===== config.mk =====
export PLATFORM = sky130hd
export DESIGN_NAME = seq_shifter
export DESIGN_NICKNAME = d
export VERILOG_FILES = /design/src/rtl/seq_shifter.sv
export SDC_FILE = /design/constraint.sdc
export NUM_CORES = 1
export LEC_CHECK = 0
export CAP_MARGIN = 20
export CORE_MARGIN = 8
export CORE_UTILIZATION = 30
export CTS_CLUSTER_DIAMETER = 100
export DETAILED_ROUTE_END_ITERATION = 10
export MAX_ROUTING_LAYER = met4
export SLEW_MARGIN = 20
export SYNTH_ARGS = -nofsm -noshare
export SYNTH_HDL_FRONTEND = slang
export SYNTH_SLANG_ARGS = --single-unit

===== constraint.sdc =====
create_clock -name clock -period 2.9 [get_ports clock]
set_input_delay 0.29 -clock clock [delete_from_list [all_inputs] [get_ports clock]]
set_output_delay 0.29 -clock clock [all_outputs]
set_load 0.02 [all_outputs]

===== src/rtl/seq_shifter.sv =====
// Multi-cycle barrel shifter: one log2 stage per clock, applying a 2^k shift
// when bit k of the captured shift amount is set. Valid/ready on both sides.
module seq_shifter #(
    parameter int WIDTH   = 32,
    parameter int SHAMT_W = $clog2(WIDTH)
) (
    input  logic               clock,
    input  logic               reset_n,
    input  logic               in_valid,
    output logic               in_ready,
    input  logic [WIDTH-1:0]   in_data,
    input  logic [SHAMT_W-1:0] in_shamt,
    input  logic [1:0]         in_op,
    output logic               out_valid,
    input  logic               out_ready,
    output logic [WIDTH-1:0]   out_data
);

    typedef enum logic [1:0] {
        IDLE,
        SHIFT,
        DONE
    } state_t;

    typedef enum logic [1:0] {
        OP_SLL = 2'b00,
        OP_SRL = 2'b01,
        OP_SRA = 2'b10,
        OP_ROL = 2'b11
    } op_t;

    localparam logic [SHAMT_W-1:0] LAST_STAGE = SHAMT_W'(SHAMT_W - 1);

    state_t             state;
    state_t             state_next;
    logic [SHAMT_W-1:0] k;
    logic [WIDTH-1:0]   work;
    logic [SHAMT_W-1:0] shamt_q;
    op_t                op_q;
    logic               sign_q;
    logic [WIDTH-1:0]   stage_out;
    logic               stage_en;

    always_ff @(posedge clock or negedge reset_n) begin
        if (!reset_n) begin
            state <= IDLE;
        end else begin
            state <= state_next;
        end
    end

    always_comb begin
        state_next = state;
        case (state)
            IDLE:    if (in_valid)         state_next = SHIFT;
            SHIFT:   if (k == LAST_STAGE)  state_next = DONE;
            DONE:    if (out_ready)        state_next = IDLE;
            default:                       state_next = IDLE;
        endcase
    end

    // Stage k applies a fixed 2^k shift; the loop unrolls into one constant
    // shifter per stage and k selects which one feeds the working register.
    always_comb begin
        stage_out = work;
        stage_en  = 1'b0;
        for (int s = 0; s < SHAMT_W; s++) begin
            if (k == SHAMT_W'(s)) begin
                stage_en = shamt_q[s];
                case (op_q)
                    OP_SLL:  stage_out = work << (1 << s);
                    OP_SRL:  stage_out = work >> (1 << s);
                    OP_SRA:  stage_out = (work >> (1 << s))
                                       | (sign_q ? ~({WIDTH{1'b1}} >> (1 << s)) : '0);
                    default: stage_out = (work << (1 << s)) | (work >> (WIDTH - (1 << s)));
                endcase
            end
        end
    end

    always_ff @(posedge clock or negedge reset_n) begin
        if (!reset_n) begin
            k       <= '0;
            work    <= '0;
            shamt_q <= '0;
            op_q    <= OP_SLL;
            sign_q  <= 1'b0;
        end else begin
            case (state)
                IDLE: begin
                    if (in_valid) begin
                        work    <= in_data;
                        shamt_q <= in_shamt;
                        op_q    <= op_t'(in_op);
                        sign_q  <= in_data[WIDTH-1];
                        k       <= '0;
                    end
                end
                SHIFT: begin
                    if (stage_en) begin
                        work <= stage_out;
                    end
                    k <= k + SHAMT_W'(1);
                end
                default: begin
                end
            endcase
        end
    end

    assign in_ready  = (state == IDLE);
    assign out_valid = (state == DONE);
    assign out_data  = work;

endmodule


==> After elaboration in Yosys (flattened, before gate mapping) <==
Index checks and enable logic that the tools add are counted.
{ "word_totals": {"out_inout_bits": 34, "word_cells": 67, "inputBits": 43, "register_bits": 47} }
{ "classes": {"bitwise": 10, "mux": 29, "n_eq_ne": 13, "n_reduce_logical": 8, "n_addsub": 1} }
{ "op_table": {"columns": ["op", "count"], "rows": [
  ["$pmux 32 s3", 5],
  ["$mux 32", 12],
  ["$pmux 32 s2", 1],
  ["$or 16x32->32", 1],
  ["$or 24x32->32", 1],
  ["$or 28x32->32", 1],
  ["$or 30x32->32", 1],
  ["$or 31x32->32", 1],
  ["$or 32x1->32", 1],
  ["$or 32x16->32", 1],
  ["$or 32x2->32", 1],
  ["$or 32x4->32", 1],
  ["$or 32x8->32", 1],
  ["$eq 5x2->1 const B", 2],
  ["$pmux 5 s2", 1],
  ["$mux 2", 3],
  ["$ne 2x2->1 const B", 3],
  ["$ne 6x6->1 const B", 1],
  ["$pmux 2 s3", 1],
  ["$add 5x1->5 const B", 1],
  ["$eq 5x1->1 const B", 1],
  ["$eq 5x3->1 const B", 1],
  ["$logic_not 5->1", 1],
  ["$mux 1", 5],
  ["9 further kinds", 13]
]} }

==> Logic depth before layout (Yosys ltp) <==
{ "depth": {"word_depth": 10, "mapped_depth": 10, "mapped_depth_nobuf": 7} }

==> Worst setup path after synthesis <==
Ideal clock, no wire load.
{ "synth_timing": {"kind": "register to register", "from": "reg k[1]", "to": "reg work[23] (netlist: out_data[23])", "slack_ns": 0.656, "setup_time_ns": 0.132, "t_required_ns": 2.768, "t_arrival_ns": 2.112, "stages_incl_launch_ff": 8, "period_less_slack_ns": 2.244, "path_buffers": 0, "path_cell_list": "dfrtp_1 -> inv_1 -> ha_1 -> nor4b_4 -> mux4_1 -> and2_1 -> o31ai_1 -> a31oi_1"} }
{ "synth_via": {"elab_chain_len": 8, "word_cells_on_any_way": 19, "classes_between": "6 x eq/ne; 11 x mux; 2 x reduce/logical"} }
{ "synth_lines": {"columns": ["item", "line", "text"], "rows": [
  ["start: declaration", "36", "logic [SHAMT_W-1:0] k;"],
  ["start signal: assignment", "103", "k <= k + SHAMT_W'(1);"],
  ["$logic_not 5->1", "68", "if (k == SHAMT_W'(s)) begin"],
  ["$mux 1 (5 in a row)", "68", null],
  ["$ne 2x2->1 (no line)", null, null],
  ["$reduce_and 4->1 (no line)", null, null],
  ["end signal: assignment", "92", "work <= in_data;"],
  ["end signal: assignment", "101", "work <= stage_out;"],
  ["end: declaration", "37", "logic [WIDTH-1:0] work;"]
]} }
Parallel ways exist; a longest one is shown, timed or not. The select of a mux whose other input is x is not followed.
A chain may end at the register's enable or synchronous reset.

==> Final worst setup path <==
{ "layout_timing": {"from": "reg k[2]", "to": "reg work[21] (netlist: out_data[21])"} }
The elaborated chain is that of the path after synthesis.

==> flow_metrics.env <==
export IMPL_fin_crit_sh=0.896
export IMPL_yosysMostFrequentCell="nand2_1"
export IMPL_synthTopCellsByArea="dfrtp_1, mux2i_1, nand2_1"
export IMPL_yosysWarnings=0
export IMPL_drt_first_pass_iters=7
export IMPL_yosysTopAreaCell="dfrtp_1"
export IMPL_final_nets=710
export IMPL_vias=5376
export IMPL_ys_top_cells_by_count="nand2_1, mux2i_1, dfrtp_1"
export IMPL_cpLargestDelayFamily="flip-flops"
export IMPL_clock_path_buffers=2
export IMPL_critPathLaunchType="flip-flop"
export IMPL_cts_tree="yes"
export IMPL_syn_area_per_cell_um2=7.72
export IMPL_cts_root_buf="clkbuf_16"
export IMPL_first_global_vias=5264
export IMPL_drv_slew=0
export IMPL_detail_route_antenna_nets=0
export IMPL_clkLatencyLatePin_ns=0.31
export IMPL_vias_per_cell=6.11
export IMPL_grt_pass1_wl_um=31300
export IMPL_cts_sinks=47
export IMPL_synth_net_count=679
export IMPL_die_width_um=143
export IMPL_post_route_min_period_ns=2.60
export IMPL_ys_flop_type="dfrtp_1"
export IMPL_syn2layout_area_growth_pct=21.5
export IMPL_worstMarginPinSlew_ns=1.03
export IMPL_grt_usage=0.203
export IMPL_cpPeakStageDelay_ns=0.70
export IMPL_overflow=0
export IMPL_setup_viol=0
export IMPL_clkSlewWorstSetupHoldPaths_ns=0.06
export IMPL_num_io_pins=77
export IMPL_arrival_ns=2.78
export IMPL_antenna_found_initial=0
export IMPL_clock_skew_final_ns=0.00967
export IMPL_antenna_cells=0
export IMPL_hp_class="flip-flop to flip-flop"
export IMPL_cts_resized=0
export IMPL_grt_max_degree=67
export IMPL_htreeDepth=2
export IMPL_critPathRequiredTime_ns=3.08
export IMPL_cts_buffers=5
export IMPL_cp_end_kind="flip-flop"
export IMPL_start_util=0.307
export IMPL_design_die_area_mm2=0.0206
export IMPL_yosysSeqAreaShare=0.241
export IMPL_cap_viol_max_count=0
export IMPL_cp_slowest_cell="dfrtp_1"
export IMPL_cp_buffers_inverters=1
export IMPL_num_rows=46
export IMPL_synth_edf_count=0
export IMPL_status="completed"
export IMPL_wl_um=20300
export IMPL_syn_instance_count=632
export IMPL_hpwl_um=14000
export IMPL_drt_iter0_markers=653
export IMPL_yosysUniqueCellTypes=61
export IMPL_async_reset_ff_frac=1.00
export IMPL_hold_viol_final=0
export IMPL_drive_above_1_share=0.116
export IMPL_fin_ws_ns=0.303
export IMPL_die_y_um=143
export IMPL_gp_congestion=0.978
export IMPL_yosysTopAreaCellShare=0.241
export IMPL_fillers=1661
export IMPL_wl_per_cell_um=23.1
export IMPL_drc=0
export IMPL_tns_ns=0
export IMPL_clock_fmax_mhz=385
export IMPL_relSlewSlack=0.311
export IMPL_place_ws_ns=0.348
export IMPL_path_class="flip-flop to flip-flop"
export IMPL_cp_cell_sequence="nor4bb_1, nand3_1, o211ai_1, buf_4, mux2i_1, a31oi_1"
export IMPL_synth_area_mm2=0.00488
export IMPL_core_mm2=0.0159
export IMPL_cp_max_fo=22
export IMPL_rsz0062_at_grt="no"
export IMPL_numPortBuffers=76
export IMPL_ys_seq_elements=47
## final timing paths
check                                       start                       end  slack (ns)  cells after the start
max                              k[2]$_DFFE_PN0P_  out_data[21]$_DFFE_PN0P_        0.30                      6
min                        shamt_q[3]$_DFFE_PN0P_    shamt_q[3]$_DFFE_PN0P_        0.48                      2
max reg2reg                      k[2]$_DFFE_PN0P_  out_data[21]$_DFFE_PN0P_        0.30                      6
min reg2reg                shamt_q[3]$_DFFE_PN0P_    shamt_q[3]$_DFFE_PN0P_        0.48                      2
max in group asynchronous                 reset_n  out_data[27]$_DFFE_PN0P_        1.58                      3
min in group asynchronous                 reset_n  out_data[10]$_DFFE_PN0P_        0.53                      2
## worst reg2reg max path, stage by stage (launching register included)
cell	delay, ns
dfrtp_1	0.70
nor4bb_1	0.50
nand3_1	0.12
o211ai_1	0.48
buf_4	0.39
mux2i_1	0.22
a31oi_1	0.05
## cells by family after synthesis
kind of cell,synth area share
AO/OA/AOI/OAI,0.276
XOR/XNOR,0.00513
adder cells (fa/ha/maj),0.0103
buffers and inverters,0.0903
flip-flops,0.241
multiplexers,0.167
AND/OR/NAND/NOR,0.210
## state kept, by name, summed over array words and instances (netlist names)
register and count:
shamt_q 5, state 2, k 5, sign_q 1, op_q 2, out_data 32
## area by class of cell
class,instances,area (um2),share of cell area
Multi-Input combinational cell,493,3280,0.554
Sequential cell,47,1180,0.198
Timing Repair Buffer,110,1040,0.175
Tap cell,216,270,0.0456
Clock buffer,7,133,0.0224
Inverter,6,22.5,0.00380
Clock inverter,1,5.00,0.000845
## layer usage
metal	GRT usage	vias up	share of wire
li1	-	2401	-
met1	0.265	2550	0.42
met2	0.299	332	0.43
met3	0.0352	93	0.098
met4	0.101	0	0.046
met5	-	-	0
## cell usage in the layout, fill, tap and decap left out, drive strengths merged, types with 2 or more instances in the layout
master and count:
mux2i 49, a221oi 11, nor3b 2, a221o 2, a31o 2, o21ai 36
nand4b 2, nor2 40, nor2b 4, a2111oi 4, nand3 13, a211o 2
a31oi 43, clkdlybuf4s50 75, o221ai 2, o31ai 9, a21oi 19, nor3 12
buf 34, a41oi 3, nand2 121, a211oi 10, a32oi 5, nand2b 6
dfrtp 47, a22oi 13, and2 3, mux2 16, a22o 4, nor4b 3
or4b 3, and3b 2, a311oi 4, clkbuf 7, ha 4, mux4 6
o211ai 12, inv 6, o22ai 15
## stage by stage
| stage | utilization | cell area, um2 | hold slack (ns) | std cells |
|---|---|---|---|---|
| 3_5_place_dp | 0.364 | 5780 | 0.330 | 871 |
| 4_1_cts | 0.373 | 5930 | 0.482 | 880 |
| 2_1_floorplan | - | 4880 | -0.00559 | 632 |
| 5_1_grt | 0.373 | 5930 | 0.516 | 880 |
| 3_3_place_gp | 0.364 | 5780 | 0.312 | 871 |
| 6_report | 0.373 | 5930 | 0.480 | 880 |
## what timing repair did
| item | CTS | global route |
|---|---|---|
| hold endpoints to repair | 15 | 0 |
| hold buffers | 1 | 0 |
| buffers inserted | 0 | 0 |
Power is not shown: default switching activity piles up to over one toggle a cycle in this logic, so the estimate is an artifact.
